===== config.mk =====
export PLATFORM = sky130hd
export DESIGN_NAME = period_meter
export DESIGN_NICKNAME = d
export VERILOG_FILES = /design/src/rtl/period_meter.sv
export SDC_FILE = /design/constraint.sdc
export NUM_CORES = 1
export LEC_CHECK = 0
export BUFFER_PORTS_ARGS = -buffer_cell sky130_fd_sc_hd__buf_2
export CAP_MARGIN = 15
export CORE_ASPECT_RATIO = 1.75
export CORE_MARGIN = 5
export CORE_UTILIZATION = 50
export CTS_CLUSTER_SIZE = 16
export DETAILED_ROUTE_END_ITERATION = 6
export PLACE_DENSITY = 0.79
export SLEW_MARGIN = 15
export SYNTH_ARGS = -nofsm -noshare
export SYNTH_HDL_FRONTEND = slang
export SYNTH_SLANG_ARGS = --single-unit
export TNS_END_PERCENT = 10

===== constraint.sdc =====
create_clock -name clkin -period 2 [get_ports clkin]
set_clock_uncertainty 0.15 [all_clocks]
set_input_delay 0.4 -clock clkin [delete_from_list [all_inputs] [get_ports clkin]]
set_output_delay 0.4 -clock clkin [all_outputs]
set_load 0.1 [all_outputs]

===== src/rtl/period_meter.sv =====
// Measures period and high time of a slow, possibly asynchronous square wave in clkin cycles.
// Publishes on every synchronized rising edge after the first; flags lock and sticky overflow.
module period_meter #(
   parameter int CNT_W = 16
) (
   input  logic             clkin,
   input  logic             reset,
   input  logic             sig_in,
   input  logic             clear,
   output logic [CNT_W-1:0] period,
   output logic [CNT_W-1:0] high_time,
   output logic             valid,
   output logic             locked,
   output logic             overflow
);

   typedef enum logic {
      IDLE,
      MEASURE
   } state_t;

   localparam logic [CNT_W-1:0] CNT_MAX = '1;
   localparam logic [CNT_W-1:0] CNT_ONE = {{(CNT_W-1){1'b0}}, 1'b1};

   state_t           state_q, state_d;
   logic             s1_q, s2_q, s3_q;
   logic [CNT_W-1:0] cnt_q, cnt_d;
   logic [CNT_W-1:0] hcnt_q, hcnt_d;
   logic [CNT_W-1:0] hshadow_q, hshadow_d;
   logic [CNT_W-1:0] period_q, period_d;
   logic [CNT_W-1:0] high_q, high_d;
   logic             valid_q, valid_d;
   logic             locked_q, locked_d;
   logic             ovf_q, ovf_d;
   logic             rise, fall;

   assign rise = s2_q & ~s3_q;
   assign fall = ~s2_q & s3_q;

   always_comb begin
      state_d   = state_q;
      cnt_d     = cnt_q;
      hcnt_d    = hcnt_q;
      hshadow_d = hshadow_q;
      period_d  = period_q;
      high_d    = high_q;
      valid_d   = 1'b0;
      locked_d  = locked_q;
      ovf_d     = ovf_q;

      // clear beats both a coincident rise and a timeout
      if (clear) begin
         state_d   = IDLE;
         cnt_d     = '0;
         hcnt_d    = '0;
         hshadow_d = '0;
         period_d  = '0;
         high_d    = '0;
         locked_d  = 1'b0;
         ovf_d     = 1'b0;
      end else begin
         case (state_q)
            IDLE: begin
               if (rise) begin
                  cnt_d     = CNT_ONE;
                  hcnt_d    = CNT_ONE;
                  hshadow_d = '0;
                  state_d   = MEASURE;
               end
            end
            MEASURE: begin
               if (rise) begin
                  period_d  = cnt_q;
                  high_d    = hshadow_q;
                  valid_d   = 1'b1;
                  locked_d  = (cnt_q == period_q);
                  cnt_d     = CNT_ONE;
                  hcnt_d    = CNT_ONE;
                  hshadow_d = '0;
               end else if (cnt_q == CNT_MAX) begin
                  ovf_d    = 1'b1;
                  locked_d = 1'b0;
                  state_d  = IDLE;
               end else begin
                  cnt_d = cnt_q + CNT_ONE;
                  if (s2_q) begin
                     hcnt_d = hcnt_q + CNT_ONE;
                  end
                  // at the fall cycle s2 is already low, so hcnt holds the full high count
                  if (fall) begin
                     hshadow_d = hcnt_q;
                  end
               end
            end
            default: state_d = IDLE;
         endcase
      end
   end

   always_ff @(posedge clkin or negedge reset) begin
      if (!reset) begin
         state_q   <= IDLE;
         s1_q      <= 1'b0;
         s2_q      <= 1'b0;
         s3_q      <= 1'b0;
         cnt_q     <= '0;
         hcnt_q    <= '0;
         hshadow_q <= '0;
         period_q  <= '0;
         high_q    <= '0;
         valid_q   <= 1'b0;
         locked_q  <= 1'b0;
         ovf_q     <= 1'b0;
      end else begin
         state_q   <= state_d;
         s1_q      <= sig_in;
         s2_q      <= s1_q;
         s3_q      <= s2_q;
         cnt_q     <= cnt_d;
         hcnt_q    <= hcnt_d;
         hshadow_q <= hshadow_d;
         period_q  <= period_d;
         high_q    <= high_d;
         valid_q   <= valid_d;
         locked_q  <= locked_d;
         ovf_q     <= ovf_d;
      end
   end

   assign period    = period_q;
   assign high_time = high_q;
   assign valid     = valid_q;
   assign locked    = locked_q;
   assign overflow  = ovf_q;

endmodule


==> results of run 1 <==
==> per-layer routing <==
| metal | wire (um) | GRT usage | vias to the layer above |
|---|---|---|---|
| li1 | - | - | 1483 |
| met1 | 3860 | 0.240 | 1636 |
| met2 | 5570 | 0.382 | 99 |
| met3 | 409 | 0.0389 | 30 |
| met4 | 440 | 0.140 | 0 |
| met5 | 0 | 0 | - |
==> how the worst min path moves through the flow <==
stage / endpoint / slack, ps
2_1_floorplan: cnt_q[0] / -50
3_3_place_gp: period[14] / 190
3_5_place_dp: period[14] / 190
4_1_cts: s1_q / 5
5_1_grt: s1_q / 8
6_report: s1_q / 20
==> state kept, by name, indices dropped and copies added, names as in the netlist <==
| register | cells |
|---|---|
| s2_q | 1 |
| s1_q | 1 |
| state_q | 1 |
| hcnt_q | 16 |
| s3_q | 1 |
| high_time | 16 |
| valid | 1 |
| hshadow_q | 16 |
| locked | 1 |
| cnt_q | 16 |
| period | 16 |
| overflow | 1 |
==> kinds of logic (layout without fill, tap and decap cells) <==
kind of cell / count (synthesis) / after routing
AO/OA/AOI/OAI: 110 / 110
XOR/XNOR: 24 / 24
adder cells (fa/ha/maj): 3 / 3
buffers and inverters: 29 / 104
flip-flops: 87 / 87
multiplexers: 3 / 3
AND/OR/NAND/NOR: 105 / 105
==> repair_timing <==
action | CTS | global route
buffers inserted | 0 | 3
hold buffers | 1 | 0
endpoints found under the hold margin | 24 | 0
resized for setup | 4 | 4
pin swaps | 3 | 9
endpoints found under the setup margin | 30 | 28
==> power groups by stage <==
| stage | Clock, uW | Sequential [uW] | Combinational, uW |
|---|---|---|---|
| CTS | 1570 | 1790 | 237 |
| finish | 1540 | 1790 | 249 |
| floorplan | 0 | 1830 | 112 |
| detailed placement | 0 | 1820 | 231 |
| global placement | 0 | 1820 | 223 |
| global route | 1640 | 1790 | 272 |
==> placed cells by master, fill, tap and decap left out, types with 4 or more instances in the layout <==
| cell | netlist | routed |
|---|---|---|
| a21oi_1 | 11 | 9 |
| a21oi_2 | 3 | 4 |
| a22o_1 | 50 | 50 |
| a31oi_1 | 14 | 14 |
| a41oi_1 | 4 | 4 |
| and2_1 | 4 | 4 |
| and3_1 | 10 | 9 |
| buf_2 | 9 | 37 |
| buf_4 | 1 | 42 |
| clkbuf_16 | 0 | 9 |
| dfrtp_1 | 87 | 87 |
| inv_1 | 6 | 6 |
| nand2_1 | 29 | 28 |
| nand3_1 | 15 | 15 |
| nand4_1 | 6 | 6 |
| nor2_1 | 15 | 13 |
| nor3_1 | 6 | 6 |
| nor4_1 | 6 | 6 |
| o21ai_0 | 5 | 5 |
| o21ai_1 | 5 | 5 |
| o21ai_4 | 3 | 4 |
| xnor2_1 | 6 | 6 |
| xor2_1 | 18 | 18 |
==> critical path: stages, from the launching register on <==
cell and delay, ps:
dfrtp_1 360, ha_2 220, nand3_4 110, or2_4 310, buf_4 180, nor3_1 190, o22ai_1 100, mux2_2 270
==> metrics by stage <==
step                      hold slack [ps]  std cells
final                                15.4        526
after CTS                            5.34        523
after detailed placement              192        507
after global placement                186        507
after floorplan                     -45.6        361
after global routing                 7.68        526
==> cell usage after synthesis (2+ instances only) <==
master,number
and3_1,10
o21ai_0,5
nor3_1,6
nor4_1,6
nor2_4,2
xnor2_1,6
buf_1,2
xor2_1,18
a41oi_1,4
o211ai_1,3
a22o_1,50
mux2i_1,2
clkbuf_1,8
or3_1,3
buf_6,3
buf_2,9
nand4_1,6
nand2_1,29
inv_1,6
nor2_1,15
a211o_1,3
o21ai_4,3
nand3_1,15
and2_1,4
a21oi_1,11
dfrtp_1,87
o21ai_1,5
a21oi_2,3
a31oi_1,14
ha_1,3
==> area by class of cell <==
cell class,count,area share
Clock buffer,12,0.0519
Clock inverter,3,0.00380
Inverter,6,0.00456
Multi-Input combinational cell,245,0.361
Sequential cell,87,0.441
Tap cell,90,0.0228
Timing Repair Buffer,83,0.116
==> reports/summary.txt, run 1 <==
gr usage total - 0.217
initial DRC count - 231
nets@finish - 439
Leakage - 0.00245 uW
R2R setup slack - -3 ps
Vias - 3248
Seq/Total Area, Yosys - 0.536
multi-input combinational cell area - 0.00178 mm2
Worst Hold Depth - 1
number of synthesized flops with an enable pin - 0
r2r endpoint - cnt_q[12]
Area after DPL - 0.00459 mm2
critical path arrival - 2080 ps
Final ANT Viol Nets - 0
top cells by area, synth - dfrtp_1 (54%), a22o_1 (11%), xor2_1 (3.9%), nand2_1 (2.7%), a31oi_1 (2.2%)
Top FF cell, synth - dfrtp_1
Hold Crit Start - sig_in
Worst Max-Slew Pin Slew - 496 ps
P&R area growth vs syn - 21.5%
gp weighted congestion - 0.865
synthesized netlist cell count - 361
WL per Instance - 19.5 um
CP startpoint - cnt_q[0]
Yosys top cell area share - 0.536
status - complete, but fails checks
YS warnings - 0
die area - 0.0101 mm2
Std-Cell Rows - 43
crit path capture type - flip-flop
final wirelength - 10300 um
Worst-path clk slew - 60 ps
Post-Syn Area - 0.00407 mm2
Net Sw Frac - 0.229
Critical Path Sink - cnt_q[12]
Synth Area in XOR/XNOR - 0.0517
share of cells above drive strength 1 - 0.282
Synth Area in Simple Gates - 0.140
logic gate share of total power - 0.070
clock sinks - 87
Max-slew headroom - 0.668
# Max-Cap Violations - 0
final instance area - 0.00494 mm2
violated checks - setup timing
Synth Net Count - 368
area leader, netlist - dfrtp_1
Initial Utilization - 0.511
CTS tree - built
Chip Height - 129 um
Slew Limit Fails - 0
main combinational cell family by area after synthesis - compound AO/OA/AOI/OAI gates
ys async rst share - 1.00
dpl ws - -115 ps
Worst Path Class, Setup - reg2reg
Top-Level Pins - 39
Int Pwr - 2760 uW
period utilization - 1.00
unrepaired setup endpoints after global routing - true
f_max - 0.499 GHz
Final Setup Violations - 1
P_sw - 818 uW
clk_lat worst skew - 340 ps
worst hold-check path type - in2reg
distinct cell type count after synthesis - 50
Clk pwr share - 0.431
DR DRC count - 0
I/O Buffers - 38
#FFs+latches synth - 87
worst-case reg-to-reg path depth - 7
Die Wd - 78.2 um
shortest period the worst path allows - 2000 ps
Tot Pwr - 3580 uW
syn_area_per_cell - 11.3 um2
critical path data required time - 2080 ps
mux contribution to synthesized area - 0.00769
vias in the first global route - 3395
core area - 0.00796 mm2
Max VDD drop - 449 uV
Flop pwr share - 0.499
first-pass GRT wire length - 16900 um
Cell Pwr Density - 725 mW/mm2
n_diodes - 0
worst setup margin - -2.73 ps
CTS Buf Count - 9
sequential cell area - 0.00218 mm2
final core occ - 0.620
Compound-Gate Fraction of Synth Area - 0.220
largest net degree at the start of global routing - 38
vias per cell - 6.17
DRT Pass-1 Iters - 4
Layout fillers - 623
startpoint types - flip-flop
H-Tree Level Count - 3
R2R Path Start - cnt_q[0]
setup TNS - -2.73 ps
initial antenna violation count - 0
CTS Root Cell - clkbuf_16
CTS Buffer Depth - 2
total gr overflow - 0
adder-cell area share of the yosys netlist - 0.00923
CP Max Fanout - 8
DP HPWL - 7470 um
final hold viol count - 0
No activity file was read; power rests on OpenSTA's default activity.
==> inputs of run 2 (changes only) <==
- CORE_MARGIN: 5 -> 8
==> run 2 against run 1 <==
The run now ends clean. Fmax increased by 2.6%. Via count decreased by 0.68%. First-iteration DRC count decreased by 26%. Global-route usage shrank 3.1 points. Hold slack better by 2.6 ps. Non-clock buffer count is 1 higher. Clock-buffer cell count decreased by 1. Flip-flop and latch count unchanged. Power increased by 6.1%. Cell count increased by 0.38%. Register-to-register slack improved by 50 ps.
==> reports/summary.txt, run 2 (synthesis results as in run 1) <==
period utilization - 0.976
DRT Pass-1 Iters - 4
Int Pwr - 2960 uW
unrepaired setup endpoints after global routing - true
Max VDD drop - 613 uV
slowest stage delay, CP - 410 ps
largest net degree at the start of global routing - 35
shortest period the worst path allows - 1950 ps
CP delay by family, top - compound AO/OA/AOI/OAI gates
worst setup margin - 47.8 ps
Initial Utilization - 0.514
logic gate share of total power - 0.066
Std-Cell Rows - 43
CTS Root Cell - clkbuf_16
initial DRC count - 171
crit path capture type - flip-flop
Layout fillers - 613
nets@finish - 440
Vias - 3226
setup TNS - 0 ps
Hold WS - 18.0 ps
clk_lat worst skew - 340 ps
non-filler cells in the finished layout - 528
CTS tree - built
Clk pwr share - 0.464
slowest stage cell, crit path - dfrtp_1
Worst Hold Depth - 1
Leakage - 0.00246 uW
P&R area growth vs syn - 22.7%
share of cells above drive strength 1 - 0.276
Cell Pwr Density - 762 mW/mm2
gp weighted congestion - 0.973
final hold viol count - 0
Final ANT Viol Nets - 0
CTS Buffer Depth - 2
critical path data required time - 2130 ps
n_diodes - 0
Worst-path clk slew - 60 ps
Net Sw Frac - 0.221
Final Setup Violations - 0
f_max - 0.512 GHz
Slew Limit Fails - 0
commonest non-fill, non-tap cells in the layout - dfrtp_1 (87), a22o_1 (50), buf_4 (43), buf_2 (37), nand2_1 (28)
total gr overflow - 0
Worst Path Class, Setup - reg2reg
Max-slew headroom - 0.668
die area - 0.0114 mm2
Chip Height - 135 um
I/O Buffers - 38
clock sinks - 87
final wirelength - 10200 um
Hold Crit Start - sig_in
Die Wd - 84.2 um
DP HPWL - 7340 um
WL per Instance - 19.2 um
vias per cell - 6.11
CTS Buf Count - 9
initial antenna violation count - 0
Bufs and invs on worst path - 1
R2R Path Start - s2_q
H-Tree Level Count - 3
startpoint types - flip-flop
Area after DPL - 0.00462 mm2
Flop pwr share - 0.470
status - complete, no violations
core area - 0.00791 mm2
worst hold-check path type - in2reg
r2r endpoint - hshadow_q[9]
final instance area - 0.00499 mm2
Placed Cells - 509
# Max-Cap Violations - 0
CP Max Fanout - 16
P_sw - 841 uW
commonest non-fill, non-tap cell in the layout - dfrtp_1
CP Cell Sequence - ha_4 > nor3b_4 > buf_4 > o21ai_4 > a21oi_4 > a22o_1
Top-Level Pins - 39
vias in the first global route - 3432
Worst Max-Slew Pin Slew - 502 ps
R2R setup slack - 50 ps
gr usage total - 0.186
worst-case reg-to-reg path depth - 6
first-pass GRT wire length - 16900 um
dpl ws - -122 ps
critical path arrival - 2080 ps
DR DRC count - 0
Hold EP - s1_q
run 2: cell types whose count changed in the layout (fill, tap and decap cells not counted), sizes merged:
cell      previous run  this run
clkbuf              12        11
buf                 82        83
bufinv               0         2
clkinvlp             0         3
clkinv               3         0
run 2: layout make-up:
cell class | instances | area [um2] | share of cell area
timing repair buffer | 84 | 578 | 0.116
inverter | 6 | 22.5 | 0.00452
tap | 90 | 113 | 0.0226
clock inverter | 5 | 82.6 | 0.0166
clock buffer | 11 | 233 | 0.0467
sequential | 87 | 2180 | 0.437
multi-input combinational | 245 | 1780 | 0.357
run 2: what timing repair did:
action,4_1_cts,5_1_grt
hold endpoints to repair,29,0
pin swaps,1,11
cloned,0,0
hold buffers,1,0
setup buffers,0,2
gates resized for setup,2,3
endpoints found under the setup margin,29,24
run 2: worst max path at each step:
stage,cells past startpoint,slack [ps],start,endpoint
after floorplan,7,30,cnt_q[0],cnt_q[12]
after global placement,6,-50,cnt_q[0],hshadow_q[14]
after detailed placement,5,-120,s2_q,hshadow_q[8]
after CTS,6,-10,s2_q,hcnt_q[14]
after global routing,6,-40,s2_q,hshadow_q[4]
final,6,50,s2_q,hshadow_q[9]
run 2: through the flow:
step,util,power [uW]
final,0.630,3800
after CTS,0.627,3820
after detailed placement,0.584,2060
after global placement,0.584,2050
after floorplan,-,1940
after global routing,0.630,3910
run 2: power by group through the flow:
stage	sequential, uW	clock, uW	combinational (uW)
after floorplan	1830	0	112
after global placement	1820	0	232
after detailed placement	1820	0	238
after CTS	1790	1790	245
after global routing	1790	1850	272
final	1790	1760	249
run 2: layer usage:
metal | up-vias | share of wire | global-route usage
met5 | - | 0 | 0
met4 | 0 | 0.054 | 0.142
met3 | 40 | 0.043 | 0.0367
met2 | 98 | 0.54 | 0.320
met1 | 1602 | 0.36 | 0.195
li1 | 1486 | - | -
==> inputs of run 3 (changes only) <==
- PLACE_DENSITY: 0.79 -> 0.76
- clock period: 2 -> 1.8 ns (I/O delays scaled with it)
==> run 3 against run 2 <==
The flow now finishes with violations (setup timing). Final area rose by 7.4%. First-iteration DRC count is 27% higher. Sequential power is 11% higher. Fmax increased by 1.9%. Worst setup slack worse by 160 ps. Power increased by 13%. Clock power rose by 14%. Via count is 7.9% higher. Core utilization rose by 4.6 points. Global-route usage rose by 1.8 points. Register-to-register slack worse by 160 ps.
==> reports/summary.txt, run 3 (synthesis results as in run 1) <==
critical path data required time - 1910 ps
R2R Path Start - s2_q
Hold WS - 178 ps
first-pass GRT wire length - 18500 um
H-Tree Level Count - 3
clock sinks - 87
final core occ - 0.677
WL per Instance - 20.4 um
Worst Max-Slew Pin Slew - 501 ps
Std-Cell Rows - 43
Vias - 3480
shortest period the worst path allows - 1920 ps
I/O Buffers - 38
f_max - 0.522 GHz
initial DRC count - 218
Chip Height - 135 um
critical path arrival - 2020 ps
Final Setup Violations - 32
worst hold-check path type - in2reg
# Max-Cap Violations - 0
worst-case reg-to-reg path depth - 8
vias per cell - 6.29
P&R area growth vs syn - 31.7%
crit path capture type - flip-flop
Final ANT Viol Nets - 0
share of cells above drive strength 1 - 0.354
CTS Buffer Depth - 2
startpoint types - flip-flop
clk_lat worst skew - 340 ps
status - complete, but fails checks
unrepaired setup endpoints after global routing - true
final hold viol count - 0
DRT Pass-1 Iters - 5
worst setup margin - -115 ps
Slew Limit Fails - 0
CP startpoint - s2_q
Max VDD drop - 488 uV
R2R setup slack - -120 ps
Max-slew headroom - 0.668
CTS Buf Count - 9
Initial Utilization - 0.514
period utilization - 1.06
r2r endpoint - hcnt_q[10]
DR DRC count - 0
final wirelength - 11300 um
gr usage total - 0.204
Worst Path Class, Setup - reg2reg
CP Max Fanout - 5
gp weighted congestion - 0.906
initial antenna violation count - 0
n_diodes - 0
Top-Level Pins - 39
violated checks - setup timing
nets@finish - 465
Worst-path clk slew - 60 ps
die area - 0.0114 mm2
Critical Path Sink - hcnt_q[10]
core area - 0.00791 mm2
Cell Pwr Density - 804 mW/mm2
Leakage - 0.00263 uW
Die Wd - 84.2 um
CTS Root Cell - clkbuf_16
setup TNS - -2300 ps
vias in the first global route - 3591
commonest non-fill, non-tap cell in the layout - dfrtp_1
total gr overflow - 0
largest net degree at the start of global routing - 35
CTS tree - built
commonest non-fill, non-tap cells in the layout - dfrtp_1 (84), buf_4 (60), a22o_1 (50), buf_2 (37), nand2_1 (27)
DP HPWL - 7400 um
==> run 3: worst max-delay path, cell delays in order, from the launching register on <==
cell	delay [ps]
dfrtp_1	410
ha_4	180
nor3b_4	260
buf_6	170
nand2_8	70
a2111oi_4	220
buf_4	180
a21oi_1	50
a31oi_1	140
==> run 3: layout make-up <==
class                      count  area (um2)
inverter                       6        22.5
clock inverter                 7        97.6
tap                           90         113
fill                         563        2560
clock buffer                   9         225
timing repair buffer         108         801
multi-input combinational    246        1910
sequential                    87        2180
==> run 3: report_power, final <==
group	total [uW]	internal [uW]	leakage [uW]	switching, uW
registers	1980	1970	0.00120	13.0
clock network	2000	1220	0.000152	786
logic	317	121	0.00127	196
==> run 3: layer usage <==
layer  vias to the layer above  global-route usage  share of wire
li1                       1535                   -              -
met1                      1769               0.221           0.37
met2                       131               0.351           0.53
met3                        45              0.0482          0.050
met4                         0               0.124          0.046
met5                         -                   0              0
==> run 3: repair_timing <==
action	CTS	global route
cloned	1	0
buffers inserted	10	2
endpoints found under the setup margin	40	46
resized for setup	10	16
hold buffers	2	0
endpoints found under the hold margin	24	0
pin swaps	18	12
==> run 3: metrics by stage <==
step                      total power, uW  instance area [um2]  worst slack, ps  std cells
after global placement               2290                 4750             -140        522
final                                4300                 5350             -115        553
after detailed placement             2290                 4750             -162        522
after global routing                 4420                 5350             -171        553
after floorplan                      2160                 4110            -80.3        361
after CTS                            4320                 5260            -85.3        551
==> run 3: worst min-delay path by stage <==
stage | cells past startpoint | slack, ps | to | startpoint
after detailed placement | 1 | 150 | period[3] | reset
after global routing | 2 | 170 | hcnt_q[0] | clear
after global placement | 1 | 140 | cnt_q[2] | reset
after floorplan | 0 | -90 | cnt_q[0] | reset
after CTS | 2 | 140 | hcnt_q[0] | clear
final | 2 | 180 | hcnt_q[0] | clear
